File: src/rtl/rot_pkg.sv
// Shared definitions for the sequential rotate units: FSM state encoding
// and the default data width.
package rot_pkg;

  typedef enum logic [1:0] {
    IDLE  = 2'd0,
    SHIFT = 2'd1,
    DONE  = 2'd2
  } rot_state_e;

  localparam int DEFAULT_WIDTH = 32;

endpackage : rot_pkg

File: src/rtl/rotl_stage.sv
// One conditional rotate-left stage: rotates by 2^idx when en is high,
// otherwise passes the word through unchanged.
module rotl_stage #(
  parameter int WIDTH = 32,
  parameter int AMT_W = $clog2(WIDTH)
) (
  input  logic [WIDTH-1:0] data,
  input  logic             en,
  input  logic [AMT_W-1:0] idx,
  output logic [WIDTH-1:0] rotated
);

  logic [AMT_W-1:0]   dist_s;
  logic [2*WIDTH-1:0] dbl_s;

  // Doubling the word turns the rotate into a plain shift; the upper half holds the result.
  always_comb begin
    dist_s = AMT_W'(1'b1) << idx;
    dbl_s  = {data, data} << dist_s;
    if (en) begin
      rotated = dbl_s[2*WIDTH-1:WIDTH];
    end else begin
      rotated = data;
    end
  end

endmodule : rotl_stage

File: src/rtl/rotleft_seq.sv
// Sequential rotate-left: accepts a word and amount, applies one power-of-two
// stage per cycle for AMT_W cycles, then holds the result until taken.
module rotleft_seq
  import rot_pkg::*;
#(
  parameter  int WIDTH = DEFAULT_WIDTH,
  localparam int AMT_W = $clog2(WIDTH)
) (
  input  logic             clk,
  input  logic             rst_n,
  input  logic             in_valid,
  output logic             in_ready,
  input  logic [WIDTH-1:0] in_data,
  input  logic [AMT_W-1:0] in_amt,
  output logic             out_valid,
  input  logic             out_ready,
  output logic [WIDTH-1:0] out_data
);

  localparam logic [AMT_W-1:0] K_LAST = AMT_W'(AMT_W - 1);

  rot_state_e       state_r, state_nxt_s;
  logic [WIDTH-1:0] work_r, work_nxt_s;
  logic [AMT_W-1:0] amt_r, amt_nxt_s;
  logic [AMT_W-1:0] k_r, k_nxt_s;
  logic [AMT_W-1:0] amt_sh_s;
  logic             stage_en_s;
  logic [WIDTH-1:0] stage_out_s;

  // Select amount bit k without a variable bit-select on the amount register.
  always_comb begin
    amt_sh_s   = amt_r >> k_r;
    stage_en_s = amt_sh_s[0];
  end

  rotl_stage #(
    .WIDTH (WIDTH),
    .AMT_W (AMT_W)
  ) u_stage (
    .data    (work_r),
    .en      (stage_en_s),
    .idx     (k_r),
    .rotated (stage_out_s)
  );

  // Next-state and datapath update for the IDLE/SHIFT/DONE sequence.
  always_comb begin
    state_nxt_s = state_r;
    work_nxt_s  = work_r;
    amt_nxt_s   = amt_r;
    k_nxt_s     = k_r;
    case (state_r)
      IDLE: begin
        if (in_valid) begin
          state_nxt_s = SHIFT;
          work_nxt_s  = in_data;
          amt_nxt_s   = in_amt;
          k_nxt_s     = '0;
        end else begin
          state_nxt_s = IDLE;
        end
      end
      SHIFT: begin
        work_nxt_s = stage_out_s;
        k_nxt_s    = k_r + AMT_W'(1'b1);
        if (k_r == K_LAST) begin
          state_nxt_s = DONE;
        end else begin
          state_nxt_s = SHIFT;
        end
      end
      DONE: begin
        if (out_ready) begin
          state_nxt_s = IDLE;
        end else begin
          state_nxt_s = DONE;
        end
      end
      default: begin
        state_nxt_s = IDLE;
      end
    endcase
  end

  // State and datapath registers; reset discards any request in flight.
  always_ff @(posedge clk or negedge rst_n) begin
    if (!rst_n) begin
      state_r <= IDLE;
      work_r  <= '0;
      amt_r   <= '0;
      k_r     <= '0;
    end else begin
      state_r <= state_nxt_s;
      work_r  <= work_nxt_s;
      amt_r   <= amt_nxt_s;
      k_r     <= k_nxt_s;
    end
  end

  assign in_ready  = (state_r == IDLE);
  assign out_valid = (state_r == DONE);
  assign out_data  = work_r;

endmodule : rotleft_seq

File: config.mk
export PLATFORM = sky130hd
export DESIGN_NAME = rotleft_seq
export DESIGN_NICKNAME = d
export VERILOG_FILES = /design/src/rtl/rot_pkg.sv /design/src/rtl/rotl_stage.sv /design/src/rtl/rotleft_seq.sv
export SDC_FILE = /design/constraint.sdc
export NUM_CORES = 1
export LEC_CHECK = 0
export CAP_MARGIN = 40
export CELL_PAD_IN_SITES_DETAIL_PLACEMENT = 1
export CELL_PAD_IN_SITES_GLOBAL_PLACEMENT = 2
export CORE_MARGIN = 2
export CORE_UTILIZATION = 31
export CTS_CLUSTER_DIAMETER = 80
export CTS_CLUSTER_SIZE = 28
export DETAILED_ROUTE_END_ITERATION = 12
export GPL_TIMING_DRIVEN = 0
export PLACE_DENSITY_LB_ADDON = 0.1
export SYNTH_ARGS = -nofsm -noshare
export SYNTH_HDL_FRONTEND = slang
export SYNTH_SLANG_ARGS = --single-unit
File: constraint.sdc
create_clock -name clk -period 2.55 [get_ports clk]
set_input_delay 0.3825 -clock clk [delete_from_list [all_inputs] [get_ports clk]]
set_output_delay 0.3825 -clock clk [all_outputs]
set_load 0.01 [all_outputs]
* Word level (Yosys, flattened, before mapping)
Index checks and enable logic that the tools add are counted.
** Word-level totals
- Register bits :: 44
- Input bits :: 41
- Output and inout bits :: 34
- Word-level logic and storage cells :: 27
** Operators by class
- Add/sub/neg operators :: 1
- Equality and inequality tests :: 5
- Shift operators :: 3
- Mux-type cells :: 9
- Reduce and logical (&&, ||, !) cells :: 5
** Operator list (number)
- 2-to-1 mux 32 bit :: 2
- one-hot mux 32 bit (2 select lines) :: 1
- left shift 64 x 5 -> 64 bit :: 1
- one-hot mux 5 bit (2 select lines) :: 1
- one-hot mux 2 bit (3 select lines) :: 1
- adder 5 x 1 -> 5 bit, second input constant :: 1
- == test 5 x 3 -> 1 bit, second input constant :: 1
- 2-to-1 mux 5 bit :: 1
- left shift 1 x 5 -> 5 bit, first input constant :: 1
- right shift 5 x 5 -> 1 bit :: 1
- 2-to-1 mux 2 bit :: 2
- inequality test 2 bit, second input constant :: 2
- AND reduction 2 bit :: 2
- AND reduction 3 bit :: 1
- == test 2 x 1 -> 1 bit, second input constant :: 1
- == test 2 bit, second input constant :: 1
- zero test 2 bit :: 1
- nonzero test 2 bit :: 1
- 2-to-1 mux 1 bit :: 1

* Longest topological paths before layout
Gate-level depths: netlist of run 1.
- Depth in word-level cells :: 4
- Depth in mapped cells :: 8
- Depth with buffers taken out :: 5

* Cells and area by module
A second synthesis of run 1 with hierarchy kept.
** Second synthesis, totals
- Cells, all modules :: 401
- Area, all modules :: 3851.2 um2
** Modules (own cells, without submodules)
- rotleft_seq :: times used 1, cells each 246, area an instance 2333.5 um2, seq. area each 1101.1 um2
- rotl_stage :: times used 1, cells each 155, area an instance 1517.7 um2, seq. area each 0.0 um2

* Worst setup path after synthesis of run 1
OpenSTA, ideal clock, no wires.
- Kind :: register to register
- Start :: register k_r[1]
- End :: register work_r[1], in the netlist out_data[1]
- Setup time :: 125 ps
- Data arrival time :: 1862 ps
- Data required time :: 2425 ps
- Path slack :: 563 ps
- Cell stages (with the launch flop) :: 8
- Path buffers :: 2
- Clock period less this slack :: 1987 ps
- Cells stage by stage :: dfrtp_1 buf_6 mux2_2 a22oi_2 a211oi_2 a21oi_4 buf_6 mux2_2
** Between the ends
- Word-level cells in the longest chain between the ends :: 4
- Elaborated cells between the ends (all ways) :: 7
- Those cells by class :: eq/ne: 1; shift: 3; mux: 2; reduce/logical: 1
** RTL lines
- start: declaration :: line rotleft_seq.sv:25 : logic [AMT_W-1:0] k_r, k_nxt_s;
- start signal: assignment :: line rotleft_seq.sv:96 : k_r <= k_nxt_s;
- left shift 1 x 5 -> 5 bit :: line rotl_stage.sv:18 : dist_s = AMT_W'(1'b1) << idx;
- left shift 64 x 5 -> 64 bit :: line rotl_stage.sv:19 : dbl_s = {data, data} << dist_s;
- 2-to-1 mux 32 bit :: line rotl_stage.sv:20 : if (en) begin
- one-hot mux 32 bit (2 select lines) :: line rotleft_seq.sv:52 : case (state_r)
- end signal: assignment :: line rotleft_seq.sv:94 : work_r <= work_nxt_s;
- end: declaration :: line rotleft_seq.sv:23 : logic [WIDTH-1:0] work_r, work_nxt_s;
Several ways; a longest one is shown, not always the timed one. The select of a mux whose other input is x is not followed.
A chain may end at the register's enable or synchronous reset.

* Final worst setup path of run 1
- Start :: register k_r[1]
- End :: register work_r[28], in the netlist out_data[28]
The elaborated chain is that of the path after synthesis.

==> results of run 1 <==
==> layout make-up <==
cell class                 count  area, sq um  area share [%]
multi-input combinational    318         2250            48.1
sequential                    44         1100            23.5
timing repair buffer          75          756            16.2
buffer                        37          206            4.41
tap                          143          179            3.82
clock buffer                   7          143            3.05
inverter                       9         33.8           0.722
clock inverter                 1         7.51           0.160
==> how the worst min path moves through the flow <==
| stage | cells past startpoint | slack (ps) | to |
|---|---|---|---|
| final | 1 | -5 | out_data[9] |
| after floorplan | 0 | 90 | amt_r[0] |
| after global routing | 1 | 10 | out_data[9] |
| after CTS | 1 | 6 | out_data[9] |
| after global placement | 1 | 480 | amt_r[2] |
| after detailed placement | 1 | 330 | out_data[9] |
==> routing by layer <==
| metal | vias up | part of all wire (%) | GRT usage (%) |
|---|---|---|---|
| met2 | 107 | 46 | 43.3 |
| met3 | 16 | 4.5 | 3.81 |
| met1 | 1940 | 47 | 38.5 |
| met4 | 0 | 1.8 | 5.93 |
| met5 | - | 0 | 0 |
| li1 | 1681 | - | - |
==> stage by stage <==
stage	setup TNS (ps)	utilization, %
2_1_floorplan	0	-
3_3_place_gp	-15330	39.7
3_5_place_dp	-50.7	39.8
4_1_cts	0	41.1
5_1_grt	0	41.1
6_report	0	41.1
==> report_power, final <==
part	leakage, nW	switching (W)	total [W]	internal (W)
logic	1.30	0.00328	0.00593	0.00265
registers	0.529	0.000781	0.00185	0.00107
clock network	0.0701	0.000308	0.000700	0.000392
==> timing repair <==
item,in CTS,in global routing
hold endpoints to repair,0,0
endpoints found under the setup margin,1,1
resized for setup,1,2
==> cells by family (layout without fill, tap and decap cells) <==
| group | count (synthesis) | count (layout) | synth area share [%] |
|---|---|---|---|
| adder cells (fa/ha/maj) | 2 | 2 | 0.697 |
| buffers and inverters | 46 | 129 | 6.66 |
| AND/OR/NAND/NOR | 156 | 156 | 22.7 |
| multiplexers | 60 | 60 | 18.3 |
| AO/OA/AOI/OAI | 100 | 100 | 21.0 |
| flip-flops | 44 | 44 | 30.7 |
==> flip-flops by register name, indices dropped and copies added (netlist names) <==
| name | count |
|---|---|
| state_r | 2 |
| amt_r | 5 |
| out_data | 32 |
| k_r | 5 |
==> cells in the mapped netlist (7+ instances only) <==
| cell | n |
|---|---|
| nand2_1 | 67 |
| dfrtp_1 | 44 |
| mux2_2 | 31 |
| nand3_1 | 31 |
| mux2i_1 | 25 |
| o21ai_0 | 23 |
| a32oi_1 | 17 |
| nand2b_1 | 15 |
| buf_2 | 14 |
| clkbuf_1 | 13 |
| a2bb2oi_1 | 9 |
| and2_1 | 9 |
| inv_1 | 9 |
| a31oi_1 | 8 |
| nor2b_1 | 8 |
| a211oi_1 | 7 |
==> reports/metrics.csv, run 1 <==
metric;value;unit
status;finished, violations left;
violations;hold timing;
ant_nets;0;
dieHeight;112;microns
criticalPathCategory;reg2reg;
leakage;1.90;nW
crit_family;compound AO/OA/AOI/OAI gates;
place_area;4520;sq um
cts.sinks;44;
ys_seq_area_share;30.7;%
fin_worst_skew;6.63;ps
p_per_area;1810;nW/um^2
synthCells;408;
synth-seq-cells;44;
clockRootBuffer;clkbuf_16;
crit_slowest_cell;dfrtp_1;
setup_viol;0;
drc;0;
initial_core_util;31.6;%
n_fill_cell;1353;
r2r_slack;100;ps
grt_pass1_wl;25100;microns
fin_cells;634;
pre_cts_ws;-50.7;ps
final_max_slew_viol_count;0;
crit_path_start;k_r[1];
cp_max_fo;10;
place_congestion;0.931;
timing.final.crit_share;96.2;%
io_pins;75;
ir_worst_vdd;1.00;mV
num_rows;39;
antenna_found_initial;0;
max_stage_delay;450;ps
nNetsFinal;533;
design_area;4680;sq um
yosysTopAreaCell;dfrtp_1;
htree_levels;2;
synth_ff_type;dfrtp_1;
path_cells;buf_6, nor4_4, a21oi_2, clkbuf_1, a32oi_1, nand2_1, mux2_2;
path_clk_slew;60;ps
diodes;0;
synth.area.top_cells;dfrtp_1 (31%), mux2_2 (9.7%), nand2_1 (7.0%), mux2i_1 (7.0%), nand3_1 (4.3%);
ys_async_sr_fraction;100;%
wl;16400;microns
fp.dieW;112;microns
required;2740;ps
cts_buffer_depth;2;
insertion_delay;300;ps
tightest_slew;789;ps
cap_violations;0;
worstPathArrival;2640;ps
synth_area;3590;sq um
hold_path_class;in2async;
overflow;0;
layout_commonest_cell;clkdlybuf4s50_1;
max_freq;408;MHz
syn-mean-instance-area;8.80;sq um
hold_viol;10;
ys_warn_count;0;
cts_hold_buffers;0;
synth_top_area_share;30.7;%
portBuffers;74;
cts_tree;built;
area_delta_synth_final;30.4;%
endpoint;out_data[28];
grt_pass1_vias;3901;
vias_per_cell;5.91;
holdWs;-4.62;ps
cp_num_cells;7;
drt_iter0_markers;340;
rsz0062_at_grt;no;
drive_above_1_share;14.7;%
cts_setup_buffers;0;
drt_pass1_iterations;4;
setup.worst_path.start_class;register;
num_vias;3744;
path_buf_inv;2;
r2r_start;k_r[1];
fin_ws;96.7;ps
final_cell_mix;clkdlybuf4s50_1 (73), nand2_1 (67), dfrtp_1 (44);
grtUsageTotal;26.9;%
finalPower;0.00848;W
worst_r2r_path_depth;7;
core_region_area;11400;sq um
cts-buffers-inserted;5;
syn_nets;451;
end_kind;register;
synth_edf_count;0;
reg2reg_to;out_data[28];
dp_hpwl;12100;microns
fin_crit;2450;ps
slew_headroom;47.4;%
yosys.cell_types.count;49;
wire_per_inst;25.8;microns
grt_max_degree;33;
dieArea;12500;sq um
placedCellCount;626;
(Power assumes the default switching activity.)
==> inputs of run 2 (changes only) <==
Settings changed: PLACE_DENSITY set to 0.77, PLACE_DENSITY_LB_ADDON 0.1 to unset.
==> reports/metrics.csv, run 2 (synthesized netlist as in run 1, its figures left out) <==
metric;value;unit;change
status;finished, violations left;;
violations;hold timing;;
cts.sinks;44;;unchanged
cp_max_fo;10;;unchanged
cts_hold_buffers;0;;unchanged
n_fill_cell;1363;;+0.74%
fp.dieW;112;microns;unchanged
end_kind;register;;
cts_buffer_depth;2;;unchanged
drt_pass1_iterations;6;;+2
setup_viol;0;;unchanged
crit_slowest_cell;clkbuf_1;;
grt_max_degree;33;;unchanged
dp_hpwl;11900;microns;-1.7%
tightest_slew;751;ps;-38.1 ps
rsz0062_at_grt;no;;
hold_viol;12;;+2
overflow;0;;unchanged
met3_wirelength;937;microns;+27%
fin_ws;151;ps;+54.7 ps
worstPathArrival;2640;ps;about the same
clockRootBuffer;clkbuf_16;;
design_area;4710;sq um;+0.61%
fin_worst_skew;10.9;ps;+4.30 ps
cts_tree;built;;
max_stage_delay;480;ps;+30 ps
dr.max_layer_used;met4;;
ir_worst_vdd;0.610;mV;-39%
antenna_found_initial;0;;unchanged
cts-buffers-inserted;5;;unchanged
crit_family;buffers and inverters;;
crit_path_start;k_r[2];;
area_delta_synth_final;31.2;%;
fin_crit;2400;ps;-54.7 ps
multi_input_area;2250;sq um;unchanged
path_cells;buf_2, clkbuf_1, a21oi_2, clkbuf_1, nand2_1, o21ai_0, mux2_2;;
ant_nets;0;;unchanged
slew_headroom;49.9;%;+2.5 points
dieArea;12500;sq um;unchanged
leakage;1.92;nW;+1.1%
diodes;0;;unchanged
final_cell_mix;clkdlybuf4s50_1 (73), nand2_1 (67), dfrtp_1 (44);;
regArea;1100;sq um;unchanged
insertion_delay;300;ps;about the same
wire_per_inst;25.5;microns;-1.5%
p_per_area;1820;nW/um^2;+0.28%
core_region_area;11400;sq um;unchanged
place_area;4520;sq um;unchanged
drt_iter0_markers;262;;-23%
grt_pass1_wl;24700;microns;-1.5%
r2r_slack;150;ps;+50 ps
cap_violations;0;;unchanged
required;2790;ps;+50 ps
nNetsFinal;533;;unchanged
holdWs;-6.48;ps;-1.86 ps
portBuffers;74;;unchanged
final_max_slew_viol_count;0;;unchanged
cpMostUsedCell;clkbuf_1;;
io_pins;75;;unchanged
hold_path_class;in2async;;
grt_pass1_vias;3980;;+2.0%
setup.worst_path.start_class;register;;
finalPower;0.00856;W;+0.89%
r2r_start;k_r[2];;
finalSetupTns;0;ps;unchanged
criticalPathCategory;reg2reg;;
num_rows;39;;unchanged
num_vias;3799;;+1.5%
max_freq;417;MHz;+2.3%
wl;16100;microns;-1.5%
htree_levels;2;;unchanged
layout_commonest_cell;clkdlybuf4s50_1;;
pre_cts_ws;-15.4;ps;+35.3 ps
path_clk_slew;70;ps;about the same
wl_met2;7450;microns;-2.1%
initial_core_util;31.6;%;unchanged
drt-met1-wl;7480;microns;-3.2%
cts_setup_buffers;0;;unchanged
dieHeight;112;microns;unchanged
drive_above_1_share;15.1;%;+0.41 points
drc;0;;unchanged
vias_per_cell;5.99;;+1.5%
grtUsageTotal;25.8;%;-1.0 points
timing.final.crit_share;94.1;%;-2.1 points
largest_register_ff_count;32;;unchanged
place_congestion;0.926;;-0.58%
path_buf_inv;3;;+1
[run 2: cell count changes in the layout (fill, tap and decap cells not counted)]
cell	previous run	this run
bufinv_16	0	1
clkinvlp_4	1	0
clkinv_4	0	1
clkbuf_1	13	11
clkbuf_2	1	2
[run 2: repair_timing]
item,4_1_cts,5_1_grt
endpoints found under the setup margin,2,10
endpoints found under the hold margin,0,0
resized for setup,1,4
[run 2: layer usage]
| metal | up-vias | GRT usage [%] |
|---|---|---|
| li1 | 1684 | - |
| met1 | 1930 | 36.9 |
| met2 | 166 | 41.8 |
| met3 | 19 | 3.21 |
| met4 | 0 | 6.26 |
| met5 | - | 0 |
[run 2: path summary, 6_finish.rpt]
path                                endpoint  cells after the start
worst min-delay path            out_data[11]                      1
worst max-delay path            out_data[17]                      7
worst min register to register      amt_r[2]                      1
min in group clk                    amt_r[2]                      1
max in group asynchronous       out_data[20]                      2
worst max register to register  out_data[17]                      7
[run 2: power breakdown]
group,leakage (nW),switching (W),internal [W]
logic,1.30,0.00328,0.00265
clock network,0.0871,0.000314,0.000492
registers,0.529,0.000745,0.00107
[run 2: final cells by class]
type	instances	area share, %
multi-input combinational	318	47.8
sequential	44	23.4
timing repair buffer	75	16.1
buffer	37	4.41
tap	143	3.80
clock buffer	6	2.95
clock inverter	2	0.824
inverter	9	0.718
[run 2: worst register-to-register path: cells and delay by family, from the launching register on]
family	cells	cell delay, ps
muxes	1	160
buffers and inverters	3	950
and+or+nand+nor	1	250
DFF	1	360
AOI/OAI and AO/OA	2	620
[run 2: stage by stage]
| stage | std cells | utilization (%) |
|---|---|---|
| floorplan | 408 | - |
| global placement | 625 | 39.7 |
| global route | 634 | 41.4 |
| CTS | 634 | 41.4 |
| detailed placement | 626 | 39.8 |
| finish | 634 | 41.4 |
==> inputs of run 3 (changes only) <==
Settings changed: GPL_TIMING_DRIVEN 0 to 1.
==> reports/metrics.csv, run 3 (synthesized netlist as in run 1, its figures left out) <==
metric;value;unit;change
status;finished clean;;
cap_violations;0;;unchanged
dieHeight;112;microns;unchanged
n_fill_cell;1308;;-4.0%
end_kind;register;;
path_cells;mux2_2, a22oi_2, a211oi_2, a21oi_4, buf_16, mux2_2;;
area_delta_synth_final;31.4;%;
combPwrFrac;67.1;%;-2.2 points
power.switching;0.00396;W;-8.7%
cts_hold_buffers;0;;unchanged
slew_headroom;57.8;%;+7.9 points
worst_r2r_path_depth;6;;-1
crit_family;compound AO/OA/AOI/OAI gates;;
cts_buffer_depth;2;;unchanged
cts.sinks;44;;unchanged
finalSetupTns;0;ps;unchanged
grt_pass1_wl;22200;microns;-10%
path_buf_inv;1;;-2
cp_max_fo;20;;+10
fin_crit;2330;ps;-69.9 ps
r2r_start;k_r[1];;
timing.final.crit_share;91.3;%;-2.7 points
drt_pass1_iterations;5;;-1
hold_path_class;in2async;;
p_sw_share;47.3;%;-3.4 points
holdWs;89.6;ps;+96.0 ps
wire_per_inst;22.4;microns;-12%
nNetsFinal;513;;-3.8%
design_area;4720;sq um;+0.19%
clockRootBuffer;clkbuf_16;;
io_pins;75;;unchanged
ant_nets;0;;unchanged
seqPwrFrac;21.4;%;about the same
final_cell_mix;clkdlybuf4s50_1 (73), nand2_1 (67), dfrtp_1 (43);;
htree_levels;2;;unchanged
portBuffers;74;;unchanged
intPower;0.00442;W;+4.7%
rsz0062_at_grt;no;;
ir_worst_vdd;0.645;mV;+5.7%
drc;0;;unchanged
setup.worst_path.start_class;register;;
crit_path_start;k_r[1];;
fin_worst_skew;9.42;ps;-1.50 ps
reg2reg_to;out_data[16];;
core_region_area;11400;sq um;unchanged
max_stage_delay;530;ps;+50 ps
dp_hpwl;9740;microns;-18%
grt_util_met2;36.6;%;-5.2 points
largest_register_ff_count;32;;unchanged
path_clk_slew;70;ps;about the same
layout_commonest_cell;clkdlybuf4s50_1;;
vias_per_cell;5.79;;-3.3%
r2r_slack;220;ps;+70 ps
num_rows;39;;unchanged
setup_viol;0;;unchanged
drt_iter0_markers;279;;+6.5%
crit_slowest_cell;a21oi_4;;
required;2730;ps;-60 ps
insertion_delay;300;ps;about the same
initial_core_util;31.6;%;unchanged
drive_above_1_share;14.4;%;-0.63 points
num_vias;3556;;-6.4%
clkPwrFrac;11.6;%;+2.2 points
gr-usage-met1;31.5;%;-5.4 points
cts-buffers-inserted;5;;unchanged
antenna_found_initial;0;;unchanged
grt_max_degree;42;;+27%
fp.dieW;112;microns;unchanged
cpMostUsedCell;mux2_2;;
utilization;41.5;%;+0.077 points
cts_tree;built;;
place_area;4500;sq um;-0.58%
final_max_slew_viol_count;0;;unchanged
worstPathArrival;2500;ps;-140 ps
criticalPathCategory;reg2reg;;
p_per_area;1780;nW/um^2;-2.3%
dieArea;12500;sq um;unchanged
grt-busiest-layer;met2;;
max_freq;429;MHz;+3.0%
overflow;0;;unchanged
grtUsageTotal;22.5;%;-3.4 points
leakage;1.91;nW;-0.64%
hold_viol;0;;-12
use_met3;3.43;%;+0.22 points
wl;13700;microns;-15%
cts_setup_buffers;0;;unchanged
place_congestion;0.872;;-5.7%
grt_pass1_vias;3814;;-4.2%
tightest_slew;632;ps;-120 ps
diodes;0;;unchanged
## run 3: cell count changes in the layout (fill, tap and decap cells not counted), sizes merged
cell    delta
clkbuf    -14
buf        -7
clkinv     -1
bufinv     +2
## run 3: per-stage QoR
| stage | setup WS [ps] | cells | power (W) |
|---|---|---|---|
| 2_1_floorplan | 563 | 408 | 0.00533 |
| 3_3_place_gp | 59.6 | 605 | 0.00712 |
| 3_5_place_dp | 179 | 606 | 0.00736 |
| 4_1_cts | 143 | 614 | 0.00838 |
| 5_1_grt | 109 | 614 | 0.00897 |
| 6_report | 221 | 614 | 0.00838 |
## run 3: worst max path at each step
| stage | endpoint | slack (ps) | cells past startpoint |
|---|---|---|---|
| floorplan | out_data[1] | 560 | 7 |
| global placement | out_data[6] | 60 | 5 |
| detailed placement | out_data[21] | 180 | 7 |
| CTS | out_data[21] | 140 | 7 |
| global route | out_data[25] | 110 | 7 |
| finish | out_data[16] | 220 | 6 |
## run 3: what timing repair did
item / in CTS / in global routing
hold endpoints to repair: 0 / 0
resized for setup: 0 / 1
setup endpoints to repair: 0 / 2
## run 3: cell type report
| class | count | area [sq um] | area share [%] |
|---|---|---|---|
| multi-input cells | 318 | 2250 | 47.8 |
| flip-flops and latches | 44 | 1100 | 23.4 |
| repair buffers | 92 | 932 | 19.8 |
| well taps | 143 | 179 | 3.79 |
| clock buffers | 5 | 125 | 2.65 |
| clock inverters | 3 | 90.1 | 1.91 |
| inverters | 9 | 33.8 | 0.716 |
## run 3: worst reg2reg max path, stage by stage (launching register included)
cell	delay, ps
dfrtp_1	400
mux2_2	360
a22oi_2	200
a211oi_2	110
a21oi_4	530
buf_16	250
mux2_2	360
## run 3: routing by layer
metal  up-vias  routed length [microns]
met4         0                      135
met3         8                      679
met1      1796                     6330
li1       1644                        -
met5         -                        0
met2       108                     6580
## run 3: power by group through the flow
stage               Sequential, W  Clock (W)  Combinational [W]
detailed placement        0.00179          0            0.00558
global route              0.00185    0.00100            0.00612
finish                    0.00179   0.000969            0.00562
CTS                       0.00177   0.000988            0.00561
global placement          0.00178          0            0.00535
floorplan                 0.00159          0            0.00375
